--- config.mk ---
export PLATFORM = sky130hd
export DESIGN_NAME = clk_switch_ctrl
export DESIGN_NICKNAME = d
export VERILOG_FILES = /design/src/rtl/clk_switch_ctrl.sv
export SDC_FILE = /design/constraint.sdc
export NUM_CORES = 1
export LEC_CHECK = 0
export ABC_AREA = 1
export ABC_CLOCK_PERIOD_IN_PS = 2400
export CAP_MARGIN = 40
export CORE_ASPECT_RATIO = 0.9
export CORE_MARGIN = 3
export CORE_UTILIZATION = 59
export CTS_BUF_LIST = sky130_fd_sc_hd__clkbuf_8
export CTS_CLUSTER_DIAMETER = 60
export DETAILED_ROUTE_END_ITERATION = 16
export GPL_ROUTABILITY_DRIVEN = 0
export HOLD_SLACK_MARGIN = 0.08
export PLACE_DENSITY_LB_ADDON = 0.25
export SETUP_SLACK_MARGIN = 0.15
export SYNTH_ARGS = -nofsm -noshare
export SYNTH_HDL_FRONTEND = slang
export SYNTH_SLANG_ARGS = --single-unit
--- constraint.sdc ---
create_clock -name i_clk -period 2.4 [get_ports i_clk]
set_input_delay 0.48 -clock i_clk [delete_from_list [all_inputs] [get_ports i_clk]]
set_output_delay 0.48 -clock i_clk [all_outputs]
set_load 0.005 [all_outputs]
--- src/rtl/clk_switch_ctrl.sv ---
// clk_switch_ctrl: drives the select line of a glitchless clock mux.
// Qualifies an external clock (seen as a CLK1/2 toggle) by counting its edges
// over fixed windows of the local oscillator clock. It moves to the external clock
// after enough consecutive good windows and falls back after one bad window.
// SEL is frozen for HOLDOFF cycles after every change.
// Ports:
//   i_clk          free-running oscillator clock (rising edge)
//   i_reset        synchronous active-high reset
//   i_ext_toggle   CLK1/2 toggle, asynchronous to i_clk
//   i_force_en     manual override enable
//   i_force_sel    target select while i_force_en=1
//   o_sel          mux select: 0 = local CLK0, 1 = external CLK1
//   o_ext_clk_ok   result of the last completed window
//   o_switching    high while SEL is frozen (HOLD)
//   o_switch_evt   one-cycle pulse in the cycle SEL changes
//   o_last_edges   edge count of the last completed window
module clk_switch_ctrl #(
  parameter int unsigned WINDOW_CYCLES = 1024,
  parameter int unsigned CNT_W         = 12,
  parameter int unsigned MIN_EDGES     = 480,
  parameter int unsigned MAX_EDGES     = 544,
  parameter int unsigned GOOD_WINDOWS  = 4,
  parameter int unsigned HOLDOFF       = 64
) (
  input  logic             i_clk,
  input  logic             i_reset,
  input  logic             i_ext_toggle,
  input  logic             i_force_en,
  input  logic             i_force_sel,
  output logic             o_sel,
  output logic             o_ext_clk_ok,
  output logic             o_switching,
  output logic             o_switch_evt,
  output logic [CNT_W-1:0] o_last_edges
);

  localparam int unsigned WIN_W = (WINDOW_CYCLES > 1) ? $clog2(WINDOW_CYCLES) : 1;
  localparam int unsigned GC_W  = (GOOD_WINDOWS > 0) ? $clog2(GOOD_WINDOWS + 1) : 1;
  localparam int unsigned HC_W  = (HOLDOFF > 1) ? $clog2(HOLDOFF) : 1;

  typedef enum logic [1:0] {
    ST_LOCAL = 2'd0,
    ST_EXT   = 2'd1,
    ST_HOLD  = 2'd2
  } state_t;

  localparam logic [CNT_W-1:0] CNT_MAX  = {CNT_W{1'b1}};
  localparam logic [WIN_W-1:0] WIN_LAST = WIN_W'(WINDOW_CYCLES - 1);
  localparam logic [GC_W-1:0]  GC_FULL  = GC_W'(GOOD_WINDOWS);
  localparam logic [HC_W-1:0]  HC_LAST  = HC_W'(HOLDOFF - 1);

  logic [2:0]       r_sync;       // [0]=s1, [1]=s2, [2]=s3
  logic [WIN_W-1:0] r_win_cnt;
  logic [CNT_W-1:0] r_edge_cnt;
  logic [CNT_W-1:0] r_last_edges;
  logic [GC_W-1:0]  r_good_cnt;
  logic             r_ext_clk_ok;
  logic             r_win_done;   // a window result became visible this cycle
  logic             r_force_en_d;
  state_t           r_state;
  logic             r_sel;
  logic [HC_W-1:0]  r_hold_cnt;
  logic             r_switch_evt;
  logic             r_switching;

  logic             w_edge;
  logic             w_win_end;
  logic [CNT_W-1:0] w_total;
  logic             w_good;
  logic             w_bad_done;
  logic             w_go_ext;
  logic             w_go_local;
  state_t           w_state_nxt;
  logic             w_sel_nxt;
  logic [HC_W-1:0]  w_hold_nxt;
  logic             w_evt_nxt;

  // Three-flop synchroniser; an edge is any change between s2 and s3.
  always_ff @(posedge i_clk) begin
    if (i_reset) r_sync <= '0;
    else         r_sync <= {r_sync[1:0], i_ext_toggle};
  end

  assign w_edge    = r_sync[1] ^ r_sync[2];
  assign w_win_end = (r_win_cnt == WIN_LAST);
  // Saturating count including the current edge; an edge on win_end closes the old window.
  assign w_total   = (r_edge_cnt == CNT_MAX) ? CNT_MAX : r_edge_cnt + CNT_W'(w_edge);
  assign w_good    = (32'(w_total) >= MIN_EDGES) && (32'(w_total) <= MAX_EDGES);

  // Measurement window and result registers.
  always_ff @(posedge i_clk) begin
    if (i_reset) begin
      r_win_cnt    <= '0;
      r_edge_cnt   <= '0;
      r_last_edges <= '0;
      r_good_cnt   <= '0;
      r_ext_clk_ok <= 1'b0;
      r_win_done   <= 1'b0;
      r_force_en_d <= 1'b0;
    end else begin
      r_win_done   <= w_win_end;
      r_force_en_d <= i_force_en;
      if (w_win_end) begin
        r_win_cnt    <= '0;
        r_edge_cnt   <= '0;
        r_last_edges <= w_total;
        r_ext_clk_ok <= w_good;
        if (!w_good)                   r_good_cnt <= '0;
        else if (r_good_cnt != GC_FULL) r_good_cnt <= r_good_cnt + GC_W'(1);
      end else begin
        r_win_cnt  <= r_win_cnt + WIN_W'(1);
        r_edge_cnt <= w_total;
      end
    end
  end

  // Switch requests, evaluated one cycle after the window result lands.
  assign w_bad_done = r_win_done && !r_ext_clk_ok;
  assign w_go_ext   = (!i_force_en && (r_good_cnt == GC_FULL)) || (i_force_en && i_force_sel);
  assign w_go_local = (w_bad_done && !i_force_en) || (i_force_en && !i_force_sel) ||
                      (r_force_en_d && !i_force_en && (r_good_cnt < GC_FULL));

  // FSM state register.
  always_ff @(posedge i_clk) begin
    if (i_reset) begin
      r_state      <= ST_LOCAL;
      r_sel        <= 1'b0;
      r_hold_cnt   <= '0;
      r_switch_evt <= 1'b0;
      r_switching  <= 1'b0;
    end else begin
      r_state      <= w_state_nxt;
      r_sel        <= w_sel_nxt;
      r_hold_cnt   <= w_hold_nxt;
      r_switch_evt <= w_evt_nxt;
      r_switching  <= (w_state_nxt == ST_HOLD);
    end
  end

  // FSM next state; loss of the external clock overrides an in-progress hold.
  always_comb begin
    w_state_nxt = r_state;
    w_sel_nxt   = r_sel;
    w_hold_nxt  = r_hold_cnt;
    w_evt_nxt   = 1'b0;
    case (r_state)
      ST_LOCAL: begin
        if (w_go_ext) begin
          w_state_nxt = ST_HOLD;
          w_sel_nxt   = 1'b1;
          w_hold_nxt  = '0;
          w_evt_nxt   = 1'b1;
        end
      end
      ST_EXT: begin
        if (w_go_local) begin
          w_state_nxt = ST_HOLD;
          w_sel_nxt   = 1'b0;
          w_hold_nxt  = '0;
          w_evt_nxt   = 1'b1;
        end
      end
      ST_HOLD: begin
        if (r_sel && !i_force_en && w_bad_done) begin
          w_sel_nxt  = 1'b0;
          w_hold_nxt = '0;
          w_evt_nxt  = 1'b1;
        end else if (r_hold_cnt == HC_LAST) begin
          w_state_nxt = r_sel ? ST_EXT : ST_LOCAL;
          w_hold_nxt  = '0;
        end else begin
          w_hold_nxt = r_hold_cnt + HC_W'(1);
        end
      end
      default: begin
        w_state_nxt = ST_LOCAL;
        w_sel_nxt   = 1'b0;
        w_hold_nxt  = '0;
      end
    endcase
  end

  assign o_sel        = r_sel;
  assign o_ext_clk_ok = r_ext_clk_ok;
  assign o_switching  = r_switching;
  assign o_switch_evt = r_switch_evt;
  assign o_last_edges = r_last_edges;

endmodule

==> results_dict.tcl <==
set metrics [dict create \
    status "finished clean" \
    worstPathArrival_ns 2.39 \
    dp_cells 410 \
    grt_max_degree 20 \
    via_count 2224 \
    finClkSkew_ns 0.00221 \
    wl_met3_um 296 \
    n_antenna_cell 0 \
    tightest_slew_ns 0.345 \
    die-area_sq_um 4980 \
    io_pins 21 \
    drt_iter0_markers 173 \
    cts.htree.levels 2 \
    yosys_warnings 0 \
    first_pass_iters 4 \
    chipWidth_um 74.1 \
    synth.cell_area_sq_um 2460 \
    grt_pass1_vias 1972 \
    core.rowCount 21 \
    drive_gt1_share_pct 11.8 \
    drv_slew 0 \
    fin_util_pct 75.3 \
    hp-class "flip-flop to flip-flop" \
    viasPerCell 5.32 \
    synthCells 343 \
    power_density_nw_per_um2 545 \
    numClockSinks 54 \
    portBuffers 20 \
    instances_no_fill 418 \
    cts_tree "done" \
    max_slew_margin_pct 76.9 \
    period_share_pct 91.1 \
    path_buf_inv 0 \
    hold_viol_final 0 \
    grt_pass1_wl_um 8470 \
    crit_chain "xor2_1 -> ha_2 -> nand3_1 -> nor2_1 -> nand2_1 -> nand3_1 -> nand2_1 -> nor2_2 -> nor2_2 -> nor2_4 -> nand3_4 -> a21oi_2 -> nor2_1" \
    maxCapViolations 0 \
    ys_types 30 \
    max_freq_mhz 457 \
    syn_to_final_growth_pct 18.2 \
    layout_common_cells "nand2_1, nor2_1, dfxtp_1" \
    cp-end-kind "flip-flop" \
    clk_pin_slew_ns 0.09 \
    ys_ff_latch 54 \
    start_kind "flip-flop" \
    drtAntennaViolNets 0 \
    leakage_nw 1.19 \
    syn-num-nets 354 \
    cts_root_buf "clkbuf_8" \
    wl_per_cell_um 12.3 \
    vdd_ir_drop_max_uv 400 \
    routed.top_layer "met4" \
    worstPathRequired_ns 2.60 \
    grt-ovfl-total 0 \
    initial_core_util_pct 63.7 \
    rsz0062_at_grt "yes" \
    clockBufferDepth 2 \
    hpwl_um 3700 \
    setup_viol 0 \
    crit_path_max_incr_delay_ns 0.34 \
    core_sq_um 3860 \
    fin_tns_setup_ns 0 \
    cts_buffers 5 \
    grt_usage_pct 22.0 \
    antenna_found_initial 0 \
    drc 0 \
    syn_area_per_cell_sq_um 7.17 \
    path_max_fanout 5 \
    path_class "flip-flop to flip-flop" \
    ys_seq_area_share_pct 43.9 \
    final_common_cell "nand2_1" \
    final_nets 383 \
    cp_slowest_cell "dfxtp_2" \
    met1Wirelength_um 2340 \
    period_needed_ns 2.19 \
    wl_met2_um 2430 \
    fill_cells 298 \
    cp_top_family "simple AND/OR/NAND/NOR gates" \
    die_h_um 67.3 \
    clk_latency_ns 0.30 \
    wl_um 5130 \
]
-- Yosys cell counts, drive strengths merged --
cell type   n  area, sq um
o21a        1         7.51
nand3      33          180
ha          6         75.1
inv        49          184
clkbuf      1         3.75
o21ai      23          115
dfxtp      54         1080
a21oi       9         45.0
clkinv      1         3.75
nand3b      1         7.51
nor2       64          268
a22o        3         26.3
nor3b       2         15.0
nand2      72          280
buf         2         10.0
o22ai       2         12.5
nand4       3         18.8
o21bai      1         7.51
a31oi       1         6.26
xnor2       2         17.5
nor3        6         35.0
a211oi      1         7.51
xor2        6         52.6
-- stage by stage --
| step | area, sq um | worst slack, ns | power (W) | hold WS (ns) |
|---|---|---|---|---|
| after floorplan | 2460 | 0.414 | 0.00106 | 0.388 |
| after global placement | 2730 | 0.157 | 0.00111 | 0.411 |
| after detailed placement | 2730 | 0.0932 | 0.00112 | 0.412 |
| after CTS | 2820 | 0.176 | 0.00159 | 0.425 |
| after global routing | 2910 | 0.0666 | 0.00167 | 0.448 |
| final | 2910 | 0.214 | 0.00158 | 0.425 |
-- cells by family after synthesis --
family,after synthesis,share of synthesized area (%)
buffers and inverters,53,8.19
adder cells (fa/ha/maj),6,3.05
AND/OR/NAND/NOR,181,32.7
flip-flops,54,43.9
AO/OA/AOI/OAI,41,9.26
XOR/XNOR,8,2.85
-- state kept, by name, indices dropped and copies added, names as in the netlist --
| register | flops |
|---|---|
| o_ext_clk_ok | 1 |
| o_last_edges | 12 |
| o_sel | 1 |
| o_switch_evt | 1 |
| o_switching | 1 |
| r_edge_cnt | 12 |
| r_force_en_d | 1 |
| r_good_cnt | 3 |
| r_hold_cnt | 6 |
| r_state | 2 |
| r_sync | 3 |
| r_win_cnt | 10 |
| r_win_done | 1 |
-- layout make-up --
class	instances	area, sq um	area share, %
Inverter	50	193	6.63
Tap cell	46	57.6	1.98
Multi-Input combinational cell	236	1250	43.1
Clock inverter	2	13.8	0.474
Sequential cell	54	1080	37.3
Clock buffer	5	68.8	2.37
Timing Repair Buffer	25	238	8.18
-- path summary, 6_finish.rpt --
| path | cells after the start | to | slack (ns) | from |
|---|---|---|---|---|
| setup reg to reg | 13 | r_good_cnt[1] | 0.21 | r_sync[1] |
| hold reg to reg | 2 | r_sync[1] | 0.42 | r_sync[0] |
| setup / recovery | 13 | r_good_cnt[1] | 0.21 | r_sync[1] |
| hold / removal | 2 | r_sync[1] | 0.42 | r_sync[0] |
-- metal layers --
metal	vias up	track usage, %
met4	0	7.92
met2	62	35.2
met3	4	4.91
met5	-	0
li1	1145	-
met1	1013	29.0
-- worst register-to-register path, cell delays in order (launching register included) --
cell	delay (ns)
dfxtp_2	0.34
xor2_1	0.14
ha_2	0.23
nand3_1	0.19
nor2_1	0.13
nand2_1	0.06
nand3_1	0.18
nand2_1	0.11
nor2_2	0.11
nor2_2	0.06
nor2_4	0.18
nand3_4	0.13
a21oi_2	0.17
nor2_1	0.05
-- what timing repair did --
action,4_1_cts,5_1_grt
resized for setup,1,23
hold buffers,0,0
pin swaps,0,6
buffers inserted,0,1
endpoints found under the setup margin,2,13
hold endpoints to repair,0,0
gates cloned,0,0
-- where the power goes --
part	switching (W)	internal, W
logic	0.0000817	0.0000688
registers	0.0000249	0.000925
clock network	0.000281	0.000202
total	0.000388	0.00120
Power figures use the tool's default switching activity.
